$ cat src/rtl/pipe_hazard_ctrl.sv
// Hazard/forwarding controller: an internal scoreboard of EX..S[NUM_FWD] drives
// operand forwarding selects, load-use stalls, redirect flushes and a halt drain.

module phc_stage_cmp #(
  parameter int REG_AW = 3
) (
  input  logic              valid,
  input  logic              wr_en,
  input  logic              mem_read,
  input  logic [REG_AW-1:0] dst,
  input  logic [REG_AW-1:0] ex_src_a,
  input  logic [REG_AW-1:0] ex_src_b,
  input  logic              ex_use_a,
  input  logic              ex_use_b,
  input  logic [REG_AW-1:0] id_src_a,
  input  logic [REG_AW-1:0] id_src_b,
  input  logic              id_use_a,
  input  logic              id_use_b,
  output logic              fwd_hit_a,
  output logic              fwd_hit_b,
  output logic              ld_hit
);
  logic prod;

  assign prod      = valid & wr_en;
  assign fwd_hit_a = prod & ex_use_a & (dst == ex_src_a);
  assign fwd_hit_b = prod & ex_use_b & (dst == ex_src_b);
  assign ld_hit    = prod & mem_read &
                     ((id_use_a & (dst == id_src_a)) | (id_use_b & (dst == id_src_b)));
endmodule

module pipe_hazard_ctrl #(
  parameter int REG_AW     = 3,
  parameter int NUM_FWD    = 2,
  parameter int LOAD_STAGE = 1
) (
  input  logic                         clk,
  input  logic                         rst,
  input  logic                         id_valid,
  input  logic [REG_AW-1:0]            id_src_a,
  input  logic [REG_AW-1:0]            id_src_b,
  input  logic                         id_use_a,
  input  logic                         id_use_b,
  input  logic [REG_AW-1:0]            id_dst,
  input  logic                         id_wr_en,
  input  logic                         id_mem_read,
  input  logic                         id_halt,
  input  logic                         ex_redirect,
  output logic                         stall_f,
  output logic                         flush_if_id,
  output logic                         flush_id_ex,
  output logic [$clog2(NUM_FWD+1)-1:0] fwd_sel_a,
  output logic [$clog2(NUM_FWD+1)-1:0] fwd_sel_b,
  output logic                         fetch_halt,
  output logic                         halted
);
  localparam int SEL_W = $clog2(NUM_FWD+1);
  localparam logic [NUM_FWD:0] FWD_MASK = {{NUM_FWD{1'b1}}, 1'b0};
  // Only loads still short of LOAD_STAGE can cause a load-use stall.
  localparam logic [NUM_FWD:0] LD_MASK  = (NUM_FWD+1)'((1 << (LOAD_STAGE-1)) - 1);

  typedef struct packed {
    logic              valid;
    logic [REG_AW-1:0] dst;
    logic              wr_en;
    logic              mem_read;
  } prod_t;

  typedef enum logic [1:0] {RUN, DRAIN, HALTED} state_t;

  prod_t             prod_q [NUM_FWD+1];
  prod_t             prod_d [NUM_FWD+1];
  logic [REG_AW-1:0] ex_src_a_q, ex_src_a_d, ex_src_b_q, ex_src_b_d;
  logic              ex_use_a_q, ex_use_a_d, ex_use_b_q, ex_use_b_d;
  state_t            state_q, state_d;
  logic [SEL_W-1:0]  cnt_q, cnt_d;
  logic              fetch_halt_q, fetch_halt_d;
  logic              halted_q, halted_d;

  logic [NUM_FWD:0]  hit_a, hit_b, ld_hit;
  logic [NUM_FWD:0]  hit_a_m, hit_b_m;
  logic              load_use, running, accept;

  for (genvar g = 0; g <= NUM_FWD; g++) begin : g_stage
    phc_stage_cmp #(.REG_AW(REG_AW)) u_cmp (
      .valid     (prod_q[g].valid),
      .wr_en     (prod_q[g].wr_en),
      .mem_read  (prod_q[g].mem_read),
      .dst       (prod_q[g].dst),
      .ex_src_a  (ex_src_a_q),
      .ex_src_b  (ex_src_b_q),
      .ex_use_a  (ex_use_a_q),
      .ex_use_b  (ex_use_b_q),
      .id_src_a  (id_src_a),
      .id_src_b  (id_src_b),
      .id_use_a  (id_use_a),
      .id_use_b  (id_use_b),
      .fwd_hit_a (hit_a[g]),
      .fwd_hit_b (hit_b[g]),
      .ld_hit    (ld_hit[g])
    );
  end

  assign load_use    = |(ld_hit & LD_MASK);
  assign running     = (state_q == RUN);
  assign accept      = id_valid & ~load_use & ~ex_redirect & running;

  assign stall_f     = (load_use & ~ex_redirect) | ~running;
  assign flush_if_id = ex_redirect & running;
  assign flush_id_ex = ~accept & id_valid;
  assign fetch_halt  = fetch_halt_q;
  assign halted      = halted_q;

  assign hit_a_m = prod_q[0].valid ? (hit_a & FWD_MASK) : '0;
  assign hit_b_m = prod_q[0].valid ? (hit_b & FWD_MASK) : '0;

  // Scan oldest to youngest so the nearest producer overrides.
  always_comb begin
    fwd_sel_a = '0;
    fwd_sel_b = '0;
    for (int k = NUM_FWD; k >= 0; k--) begin
      if (hit_a_m[k]) fwd_sel_a = SEL_W'(k);
      if (hit_b_m[k]) fwd_sel_b = SEL_W'(k);
    end
  end

  always_comb begin
    prod_d[0]  = '0;
    ex_src_a_d = '0;
    ex_src_b_d = '0;
    ex_use_a_d = 1'b0;
    ex_use_b_d = 1'b0;
    if (accept) begin
      prod_d[0]  = '{valid: 1'b1, dst: id_dst, wr_en: id_wr_en, mem_read: id_mem_read};
      ex_src_a_d = id_src_a;
      ex_src_b_d = id_src_b;
      ex_use_a_d = id_use_a;
      ex_use_b_d = id_use_b;
    end
    for (int k = 1; k <= NUM_FWD; k++) prod_d[k] = prod_q[k-1];
  end

  // Drain counter times the halt's walk from S[0] to S[NUM_FWD].
  always_comb begin
    state_d      = state_q;
    cnt_d        = cnt_q;
    fetch_halt_d = fetch_halt_q;
    halted_d     = halted_q;
    case (state_q)
      RUN: begin
        if (accept & id_halt) begin
          state_d      = DRAIN;
          cnt_d        = SEL_W'(NUM_FWD);
          fetch_halt_d = 1'b1;
        end
      end
      DRAIN: begin
        cnt_d = cnt_q - 1'b1;
        if (cnt_q == SEL_W'(1)) begin
          state_d  = HALTED;
          halted_d = 1'b1;
        end
      end
      HALTED: ;
      default: state_d = RUN;
    endcase
  end

  always_ff @(posedge clk or negedge rst) begin
    if (!rst) begin
      for (int k = 0; k <= NUM_FWD; k++) prod_q[k] <= '0;
      ex_src_a_q   <= '0;
      ex_src_b_q   <= '0;
      ex_use_a_q   <= 1'b0;
      ex_use_b_q   <= 1'b0;
      state_q      <= RUN;
      cnt_q        <= '0;
      fetch_halt_q <= 1'b0;
      halted_q     <= 1'b0;
    end else begin
      for (int k = 0; k <= NUM_FWD; k++) prod_q[k] <= prod_d[k];
      ex_src_a_q   <= ex_src_a_d;
      ex_src_b_q   <= ex_src_b_d;
      ex_use_a_q   <= ex_use_a_d;
      ex_use_b_q   <= ex_use_b_d;
      state_q      <= state_d;
      cnt_q        <= cnt_d;
      fetch_halt_q <= fetch_halt_d;
      halted_q     <= halted_d;
    end
  end
endmodule
$ cat config.mk
export PLATFORM = sky130hd
export DESIGN_NAME = pipe_hazard_ctrl
export DESIGN_NICKNAME = d
export VERILOG_FILES = /design/src/rtl/pipe_hazard_ctrl.sv
export SDC_FILE = /design/constraint.sdc
export NUM_CORES = 1
export LEC_CHECK = 0
export CAP_MARGIN = 5
export CORE_ASPECT_RATIO = 0.8
export CORE_MARGIN = 2
export CORE_UTILIZATION = 30
export DETAILED_ROUTE_END_ITERATION = 7
export SLEW_MARGIN = 15
export SYNTH_ARGS = -nofsm -noshare
export SYNTH_HDL_FRONTEND = slang
export SYNTH_SLANG_ARGS = --single-unit
export TNS_END_PERCENT = 20
$ cat constraint.sdc
create_clock -name clk -period 1.7 [get_ports clk]
set_input_delay 0.17 -clock clk [delete_from_list [all_inputs] [get_ports clk]]
set_output_delay 0.17 -clock clk [all_outputs]
set_load 0.02 [all_outputs]
### Yosys cells after proc, flatten, opt, wreduce, memory -nomap -nowiden

Index checks and enable logic that the tools add are counted.

| operators by class | value |
|---|---|
| $add $sub $neg | 1 |
| eq/ne operators | 9 |
| multiplexer cells | 18 |
| bitwise gates (word level) | 19 |
| reductions and logical operators | 6 |

Operators with widths:

| operator | number |
|---|---|
| 2-to-1 mux 2 bit | 9 |
| bitwise AND 1 bit | 15 |
| equality test 3 bit | 4 |
| 2-to-1 mux 3 bit | 4 |
| 2-to-1 mux 6 bit | 1 |
| one-hot mux 2 bit (3 select lines) | 1 |
| AND reduction 2 bit | 3 |
| equality test 2 x 1 -> 1 bit (second input constant) | 2 |
| NOT 1 bit | 4 |
| one-hot mux 2 bit (2 select lines) | 1 |
| AND reduction 3 bit | 1 |
| equality test 2 bit (second input constant) | 1 |
| logical NOT 2 bit | 1 |
| 2-to-1 mux 1 bit | 2 |
| inequality test 2 x 1 -> 1 bit (second input constant) | 1 |
| inequality test 2 bit (second input constant) | 1 |
| nonzero test 2 bit | 1 |
| subtractor 2 x 1 -> 2 bit (second input constant) | 1 |

| word-level totals | value |
|---|---|
| flip-flop bits (word level) | 29 |
| input bits | 18 |
| output and inout bits | 9 |
| logic and storage cells | 70 |

### Logic depth before layout (Yosys ltp)

Gate-level depths: netlist of the first run.

| logic depth | value |
|---|---|
| depth after elaboration | 7 |
| depth in mapped cells | 4 |
| gate-level depth less buffers | 4 |

### Hierarchy

Synthesis of the first run repeated with hierarchy kept, for this count alone.

| unflattened totals | value |
|---|---|
| cells, all modules | 110 |
| area, all modules | 1,401.3 µm² |

By module, submodules not included:

| module | instances | cells each | area each (µm²) | sequential area each (µm²) |
|---|---|---|---|---|
| pipe_hazard_ctrl | 1 | 70 | 1,076.0 | 800.8 |
| phc_stage_cmp | 2 | 20 | 162.7 | 0.0 |

### Worst setup path after synthesis of the first run

No wires, ideal clock.

| timing path | value |
|---|---|
| path type | reg-to-output |
| start | reg prod_d[3] (netlist name) |
| end | out fwd_sel_a[1] |
| arrival time | 1.655 ns |
| required time | 1.530 ns |
| path slack | -0.125 ns |
| cell stages (with the launch flop) | 4 |
| path buffers | 0 |
| cell sequence | dfrtp_1 xor2_1 nor4_1 nor4_1 |

| between the ends | value |
|---|---|
| longest elaborated chain between the ends | 5 |

Ends and longest elaborated chain:

| item | RTL line | text |
|---|---|---|
| equality test 3 bit | 26 | `assign fwd_hit_a = prod & ex_use_a & (dst == ex_src_a);` |
| bitwise AND 1 bit | 26 |  |
| 2-to-1 mux 3 bit | 114 | `assign hit_a_m = prod_q[0].valid ? (hit_a & FWD_MASK) : '0;` |
| 2-to-1 mux 2 bit (2 in series) | 122 | `if (hit_a_m[k]) fwd_sel_a = SEL_W'(k);` |
| end: declaration | 52 | `output logic [$clog2(NUM_FWD+1)-1:0] fwd_sel_a,` |

No other way between the ends.

### Worst setup path in the final report of the first run

| timing path | value |
|---|---|
| start | reg ex_src_a_q[2] |
| end | out fwd_sel_a[1] |

| between the ends | value |
|---|---|
| longest elaborated chain between the ends | 6 |
| elaborated cells between the ends (all ways) | 8 |
| those cells by class | 2 x eq/ne; 4 x mux; 2 x bitwise |

Ends and longest elaborated chain:

| item | RTL line | text |
|---|---|---|
| start: declaration | 73 | `logic [REG_AW-1:0] ex_src_a_q, ex_src_a_d, ex_src_b_q, ex_src_b_d;` |
| start signal: assignment | 182 | `ex_src_a_q <= ex_src_a_d;` |
| equality test 3 bit | 26 |  |
| bitwise AND 1 bit | 26 |  |
| 2-to-1 mux 3 bit * | 114 |  |
| 2-to-1 mux 2 bit | 122 |  |
| 2-to-1 mux 2 bit * (2 in series) | 122 |  |

Every way passes the cells marked *; elsewhere a longest branch is shown, timed or not.

==> metrics.cfg, run 1 <==
[logic_synthesis]
synth_edf_count = 0
syn_area_per_cell_sq_um = 13.4
synth_ff_type = dfrtp_1
synth_area_leader_cell = dfrtp_1
synth_top_area_share_pct = 65.0
synth_cell_types = 23
mappedNetlistArea_sq_um = 1120
synth_warnings = 0
syn-num-nets = 102
ys_ff_latch = 29
seq_area_frac_synth_pct = 65.0
async_flop_share_pct = 100
syn_inst = 83
synth_area_leaders = dfrtp_1, xor2_1, and2_1

[finish]
fin_util_pct = 43.2
diodes = 0
layout_commonest_cell = dfrtp_1
ff_latch_area_sq_um = 726
fillers = 317
fin_nets = 137
final_area_sq_um = 1510
syn2layout_area_growth_pct = 35.2
drive_above_1_share_pct = 21.2
final_cell_mix = dfrtp_1, clkdlybuf4s50_1, and2_1
multi_input_area_sq_um = 384

[critical_path]
arrival_ns = 1.46
worst_setup_path_start_kind = register
cp_slowest_cell = dfrtp_1
crit_fanout = 2
path_delay_family = flip-flops
cpPeakStageDelay_ns = 0.41
crit_chain = xnor2_1 -> nand2_1 -> nor4_1 -> buf_2
critPathRequiredTime_ns = 1.53
path_class = reg2out
end_kind = primary output
path_buf_inv = 1

[route]
vias = 687
vias_per_cell = 4.29
ant_nets = 0
drt_iter0_drc = 27
drc = 0
wl_mm = 1.83
avgRoutedWirePerCell_microns = 11.4
dr.pass1.iters = 6

[timing]
rsz0062_at_grt = yes
finalHoldViolCount = 0
max_freq_ghz = 0.612
drv_slew = 0
fin_skew_ns = 0.00492
setup_ws_ns = 0.0654
fin_setup_tns_ns = 0
fin_crit_sh_pct = 96.2
fin_crit_ns = 1.63
relSlewSlack_pct = 76.2
holdWs_ns = 0.289
setup_viol = 0
worstMarginPinSlew_ns = 0.357

[pwr]
sw_frac_of_total_pct = 18.7
power.leakage_nw = 0.777
p_sw_uw = 241
power_density_nw_per_um2 = 855
vdd_drop_max_mv = 0.374
pwr-share-comb_pct = 4.6
p_int_mw = 1.05
seq_power_share_pct = 53.6
clock_power_share_pct = 41.8

[clocking]
cts-htree-levels = 2
clock_sinks = 29
cts_buffers = 5
path_clk_slew_ns = 0.06
post-cts-setup-buffers = 0
cts_tree = built
clkLatencyLatePin_ns = 0.27
cts_hold_buf = 0
cts_root_buffer = clkbuf_8
cts_buffer_depth = 2

[floorplan]
row_count = 19
dieArea_sq_um = 4230
die_y_microns = 58.6
core_area_sq_um = 3490
io_pins = 27
dieWidth_microns = 72.2
initial_core_util_pct = 31.9

[global_route]
grt_overflow = 0
first_global_vias = 713
grt_pass1_wl_mm = 3.11
grt_max_degree = 30
track_usage_pct = 10.3
antenna_found_initial = 0

[placed_design]
io_buffers = 25
post-dp-hpwl_mm = 1.34
pre_cts_ws_ns = -0.159
gp_congestion = 0.706
placed_area_sq_um = 1440

[worst_hold_path]
min_path_type = in2async

[job]
drv_cap = 0

[status]
status = finished, final reports clean

layer usage:
metal	wire length (microns)	GRT usage, %	vias to the layer above
met2	832	14.9	17
met3	88	4.79	0
met5	0	0	-
met1	908	12.6	324
met4	0	5.66	0
li1	-	-	346
metrics by stage:
| step | power [mW] | cells |
|---|---|---|
| 3_3_place_gp | 0.766 | 153 |
| 3_5_place_dp | 0.766 | 153 |
| 4_1_cts | 1.32 | 160 |
| 6_report | 1.29 | 160 |
| 2_1_floorplan | 0.710 | 83 |
| 5_1_grt | 1.35 | 160 |
cells by family (layout without fill, tap and decap cells):
kind of cell | Yosys count | after routing | synth area share, %
mux | 1 | 1 | 0.897
buf+inv | 3 | 38 | 1.68
flops | 29 | 29 | 65.0
fa+ha+maj | 1 | 1 | 1.12
xor+xnor | 12 | 12 | 9.42
simple gates | 33 | 33 | 19.4
compound gates | 4 | 4 | 2.47
state kept, by name, summed over array words and instances, names as in the netlist:
signal and count:
ex_use_a_q 1, prod_d 10, ex_use_b_q 1, halted 1, state_q 2, ex_src_a_q 3
cnt_q 2, ex_src_b_q 3, fetch_halt 1, prod_q 5
final cells by class:
type,instances,share of cell area (%)
flip-flops and latches,29,48.1
multi-input cells,51,25.5
repair buffers,29,16.7
clock buffers,7,5.72
well taps,42,3.48
inverters,2,0.498
final timing paths:
check / endpoint / slack (ns) / cells past startpoint / start
max: fwd_sel_a[1] / 0.07 / 4 / ex_src_a_q[2]
min: state_q[0] / 0.29 / 2 / rst
max reg2reg: cnt_q[0] / 0.38 / 4 / state_q[1]
min reg2reg: prod_d[2] / 0.34 / 0 / prod_d[8]
max in group asynchronous: prod_d[8] / 1.15 / 2 / rst
min in group clk: prod_d[2] / 0.34 / 0 / prod_d[8]
timing repair:
item	CTS	global route
pin swaps	0	1
endpoints found under the setup margin	7	5
gates resized for setup	18	7
worst register-to-register path: cells and delay by family (launching register included):
family | cells | cell delay [ns]
AOI/OAI and AO/OA | 1 | 0.19
DFF | 1 | 0.42
buffers and inverters | 1 | 0.23
and+or+nand+nor | 2 | 0.37
cells in the mapped netlist (all sizes together) (2+ instances only):
cell type and instances:
and2 13, dfrtp 29, inv 2, nand2 4, nand4 4, nor2 3
nor4 4, xnor2 4, xor2 8
power by group through the flow:
| stage | sequential (mW) | clock (mW) | combinational (mW) |
|---|---|---|---|
| final | 0.692 | 0.539 | 0.0592 |
| after floorplan | 0.706 | 0 | 0.00490 |
| after detailed placement | 0.704 | 0 | 0.0619 |
| after global routing | 0.692 | 0.597 | 0.0659 |
| after global placement | 0.704 | 0 | 0.0617 |
| after CTS | 0.692 | 0.564 | 0.0613 |
(Power assumes the default switching activity.)
==> run 2: changes to the inputs <==
--- a/config.mk
+++ b/config.mk
@@ -9,6 +9,7 @@
 export CORE_ASPECT_RATIO = 0.8
 export CORE_MARGIN = 2
 export CORE_UTILIZATION = 30
+export CTS_CLUSTER_SIZE = 8
 export DETAILED_ROUTE_END_ITERATION = 7
 export SLEW_MARGIN = 15
 export SYNTH_ARGS = -nofsm -noshare
==> results of run 2 <==
No change in the layout: final DEF, timing and power equal those of run 1.
